File: config.mk
export PLATFORM = sky130hd
export DESIGN_NAME = muldiv_ctrl
export DESIGN_NICKNAME = d
export VERILOG_FILES = /design/src/rtl/muldiv_ctrl.sv
export SDC_FILE = /design/constraint.sdc
export NUM_CORES = 2
export LEC_CHECK = 0
export BUFFER_PORTS_ARGS = -buffer_cell sky130_fd_sc_hd__buf_4
export CORE_MARGIN = 2
export CORE_UTILIZATION = 45
export CTS_CLUSTER_SIZE = 24
export DETAILED_ROUTE_END_ITERATION = 7
export SLEW_MARGIN = 20
export SYNTH_ARGS = -nofsm -noshare
export SYNTH_HDL_FRONTEND = slang
export SYNTH_SLANG_ARGS = --single-unit
File: constraint.sdc
create_clock -name clk -period 11.15 [get_ports clk]
set_input_delay 0.5575 -clock clk [delete_from_list [all_inputs] [get_ports clk]]
set_output_delay 0.5575 -clock clk [all_outputs]
set_load 0.01 [all_outputs]
File: src/rtl/muldiv_ctrl.sv
// muldiv_ctrl: multi-cycle MIPS-style mult/div unit with architectural HI/LO.
// MULT/MULTU take one execute cycle; DIV/DIVU run a 32-step restoring divide
// on operand magnitudes followed by one sign-fix cycle.
// Optional build macro MULDIV_DIVZERO_FAST_EN: divide by zero skips the
// 32-step loop and goes straight to the sign-fix cycle.
module muldiv_ctrl (
    input  logic        clk,
    input  logic        rst,
    input  logic        start,
    input  logic [1:0]  op,
    input  logic [31:0] srca,
    input  logic [31:0] srcb,
    input  logic        flush,
    input  logic        hi_we,
    input  logic        lo_we,
    input  logic [31:0] hilo_wdata,
    output logic        stall,
    output logic        done,
    output logic [31:0] hi,
    output logic [31:0] lo
);

    typedef enum logic [2:0] {IDLE, MUL, DIV_RUN, DIV_FIX, DONE} state_t;

    state_t      state, state_n;
    logic [4:0]  cnt;
    logic        op_uns;
    logic [31:0] opa, opb;
    logic [31:0] rem, quo, dvs;

    logic        accept;
    logic [63:0] prod;
    logic [32:0] rem_sh;
    logic [31:0] sub;
    logic        ge;
    logic [31:0] fix_hi, fix_lo;

    // State register
    always_ff @(posedge clk) begin
        if (rst) state <= IDLE;
        else     state <= state_n;
    end

    // Next-state logic; flush overrides every transition
    always_comb begin
        state_n = state;
        case (state)
            IDLE: begin
                if (start && !flush) begin
                    if (!op[1]) state_n = MUL;
`ifdef MULDIV_DIVZERO_FAST_EN
                    else if (srcb == '0) state_n = DIV_FIX;
`endif
                    else state_n = DIV_RUN;
                end
            end
            MUL:     state_n = DONE;
            DIV_RUN: if (cnt == 5'd31) state_n = DIV_FIX;
            DIV_FIX: state_n = DONE;
            DONE:    state_n = IDLE;
            default: state_n = IDLE;
        endcase
        if (flush) state_n = IDLE;
    end

    // Handshake outputs; stall is combinational so the pipeline freezes in the accept cycle
    always_comb begin
        accept = (state == IDLE) && start && !flush;
        stall  = !rst && (accept || state == MUL || state == DIV_RUN || state == DIV_FIX);
        done   = !rst && !flush && (state == DONE);
    end

    // Arithmetic: one 64-bit product, one restoring-divide step, final sign fix
    always_comb begin
        prod   = {{32{!op_uns & opa[31]}}, opa} * {{32{!op_uns & opb[31]}}, opb};
        rem_sh = {rem, quo[31]};
        ge     = rem_sh >= {1'b0, dvs};
        // low 32 bits of the difference are exact whenever ge holds, since rem < dvs
        sub    = rem_sh[31:0] - dvs;
        if (opb == '0) begin
            fix_hi = opa;
            fix_lo = '1;
        end else begin
            fix_lo = (!op_uns && (opa[31] ^ opb[31])) ? -quo : quo;
            fix_hi = (!op_uns && opa[31]) ? -rem : rem;
        end
    end

    // Operand capture, divide iteration, and HI/LO updates
    always_ff @(posedge clk) begin
        if (rst) begin
            cnt    <= '0;
            op_uns <= 1'b0;
            opa    <= '0;
            opb    <= '0;
            rem    <= '0;
            quo    <= '0;
            dvs    <= '0;
            hi     <= '0;
            lo     <= '0;
        end else begin
            cnt <= (state == DIV_RUN && !flush) ? cnt + 5'd1 : '0;
            if (accept) begin
                op_uns <= op[0];
                opa    <= srca;
                opb    <= srcb;
                rem    <= '0;
                quo    <= (!op[0] && srca[31]) ? -srca : srca;
                dvs    <= (!op[0] && srcb[31]) ? -srcb : srcb;
            end else if (state == DIV_RUN) begin
                rem <= ge ? sub : rem_sh[31:0];
                quo <= {quo[30:0], ge};
            end
            if (state == IDLE) begin
                if (hi_we) hi <= hilo_wdata;
                if (lo_we) lo <= hilo_wdata;
            end else if (state == MUL && !flush) begin
                {hi, lo} <= prod;
            end else if (state == DIV_FIX && !flush) begin
                hi <= fix_hi;
                lo <= fix_lo;
            end
        end
    end

endmodule

==> qor.csv <==
stage;metric;value;unit
routing;final WL;167;mm
sta;Final period util;79.8;%
routing;vias per cell;5.60;
clocking;CTS resizes;0;
sta;Setup TNS Final;0;ps
worst_setup_path;worst-path maximum fanout;30;
placed_design;Placed Cells;7610;
worst_setup_path;Worst setup EP type;flip-flop;
placed_design;Placed Area;55000;sq um
routing;1st-iter DRT viols;3729;
layout;commonest non-fill, non-tap cell in the layout;inv_1;
clocking;clk sinks;232;
pwr;Pleak;26.4;nW
synthesis;FFs w/ async S/R, synth;0;%
die;Die Span X;346;microns
layout;commonest non-fill, non-tap cells in the layout;inv_1, fa_1, nand2_1;
placed_design;Port Buffers;169;
layout;final core utilization;48.1;%
sta;Setup Viol. Count Final;0;
routing;# DRC;4;
routing;Via Count;43000;
synthesis;Mapped Area;52600;sq um
routing;per-cell routed wire length;21.8;microns
synthesis;share of the synthesized area in the top cell type;42.9;%
worst_setup_path;critical path class;reg2reg;
routing;post-route ant nets;0;
sta;hold slack;216;ps
clocking;postcts setup bufs;0;
die;Vert. Die Dim;346;microns
sta;final hold violations;0;
job;max-cap violations;0;
routing;Pre-antenna DRT Iters;8;
pwr;total power;3.46;mW
placed_design;pre-CTS setup slack;1830;ps
grt;total grt overflow;0;
sta;Slew Limit Fails;0;
layout;area delta synth->final;6.25;%
die;Core Area;116000;sq um
layout;Layout Cells excl Fill;7665;
worst_setup_path;crit start category;flip-flop;
placed_design;GPL Wtd Cong;0.959;
synthesis;Yosys reg bits;232;
clocking;clock transition at the registers of the reported paths;70;ps
synthesis;warnings from Yosys;0;
grt;global-route wire length before repair;262;mm
layout;post-route design area;55900;sq um
pwr;maximum VDD drop;0.000107;V
die;Starting Density;45.3;%
placed_design;DP HPWL;133;mm
synthesis;synth top area cells;fa_1, dfxtp_1, inv_1;
synthesis;area leader, netlist;fa_1;
clocking;Num CTS Buffers;26;
sta;relative slew slack;20.1;%
synthesis;Mapped Nets;7715;
synthesis;top_reg_cell synth;dfxtp_1;
clocking;worst-skew pair later-pin latency;580;ps
layout;layout cells sized above 1;5.64;%
die;# IOs;170;
synthesis;Post-synth EDFFs;0;
status;failing checks;design-rule violations;
sta;slew at the pin with the worst max-slew slack;1200;ps
clocking;H-tree depth;1;
synthesis;Synth cell types;73;
sta;Fmax;112;MHz
synthesis;Mapped Cells;6234;
grt;total global-route track usage;28.2;%
clocking;CTS tree;done;
worst_setup_path;CP Data Arrival Time;9370;ps
grt;largest net degree at the start of global routing;96;
grt;vias in the first global route;43800;
sta;Min Clock Period, post-route;8890;ps
grt;initial antenna violation count;11;
status;run status;finished with violations;
worst_setup_path;required time at the worst-slack endpoint;11630;ps
clocking;CTS Root Cell;clkbuf_16;
synthesis;sequential fraction of the synthesis area;8.83;%
sta;Final WS setup;2260;ps
pwr;power density cells;61.8;nW/um^2
synthesis;Post-Syn Area per Cell;8.43;sq um
die;# rows;125;
sta;Clock Skews;40.8;ps
die;die area;120000;sq um
clocking;clock buffer depth;3;
sta;RSZ-0062 raised after global routing;false;
hold_path;Hold WC Path Type;in2reg;
layout;nets;7596;
clocking;CTS Hold Bufs;0;
cell usage after synthesis (46+ instances only):
| cell type | n |
|---|---|
| xor2_1 | 85 |
| nand2_1 | 1015 |
| dfxtp_1 | 232 |
| nor3_1 | 64 |
| inv_1 | 1185 |
| nand3_1 | 54 |
| a311oi_1 | 46 |
| ha_1 | 251 |
| fa_1 | 1126 |
| nor2_1 | 295 |
| clkbuf_1 | 397 |
| a211oi_1 | 72 |
| a21oi_1 | 264 |
| o21ai_0 | 169 |
| xnor2_1 | 103 |
| and2_1 | 365 |
layout make-up:
type / count / area [sq um]
fill: 11400 / 60200
multi-input combinational: 4402 / 42000
sequential: 232 / 4650
inverter: 1185 / 4450
timing repair buffer: 268 / 2040
tap: 1524 / 1910
clock buffer: 38 / 786
clock inverter: 8 / 53.8
antenna: 8 / 20.0
worst max-delay path: stages (launching register included):
cell and delay, ps:
dfxtp_1 410, nor2b_4 460, buf_16 240, nand2_1 150, inv_1 140, fa_1 390
inv_1 240, fa_1 510, inv_1 200, fa_1 490, fa_1 830, inv_1 320
fa_1 550, inv_1 50, fa_1 540, inv_1 50, fa_1 440, fa_1 490
inv_1 40, ha_1 420, and3_1 250, nand3_1 120, nor3_1 210, o21ai_1 160
nand2_1 130, o21ai_0 190, or4_1 560, a31oi_1 170
path summary, 6_finish.rpt:
kind                   end  slack (ps)  depth (start not counted)    from
hold / removal    state[1]         220                          3   start
setup / recovery    hi[31]        2260                         27  op_uns
setup reg to reg    hi[31]        2260                         27  op_uns
hold reg to reg     cnt[0]         450                          1  cnt[0]
state kept, by name, summed over array words and instances (netlist names):
name	cells
hi	32
lo	32
opa	32
opb	32
quo	32
rem	32
dvs	31
cnt	5
state	3
op_uns	1
report_power, final:
part / switching [mW] / total (mW) / leakage, nW / internal, mW
Sequential: 0.0923 / 0.976 / 1.90 / 0.884
Clock: 0.392 / 0.879 / 0.419 / 0.487
Combinational: 1.03 / 1.60 / 24.1 / 0.568
kinds of logic (layout without fill, tap and decap cells):
family          count (synthesis)  in the layout  share of synthesized area, %
simple gates                 1996           1996                          17.3
buf+inv                      1600           1499                          11.5
fa+ha+maj                    1377           1377                          48.8
compound gates                816            816                          9.92
flops                         232            232                          8.83
xor+xnor                      188            188                          3.13
mux                            25             25                         0.476
other cells                     0              8                             0
layer usage:
| metal | track usage (%) | wire (microns) | vias to the layer above |
|---|---|---|---|
| met1 | 38.7 | 69300 | 22100 |
| met3 | 3.66 | 12300 | 279 |
| met2 | 46.2 | 78900 | 1682 |
| met4 | 9.09 | 6390 | 0 |
| met5 | 0 | 0 | - |
| li1 | - | - | 18900 |
Power figures use the tool's default switching activity.
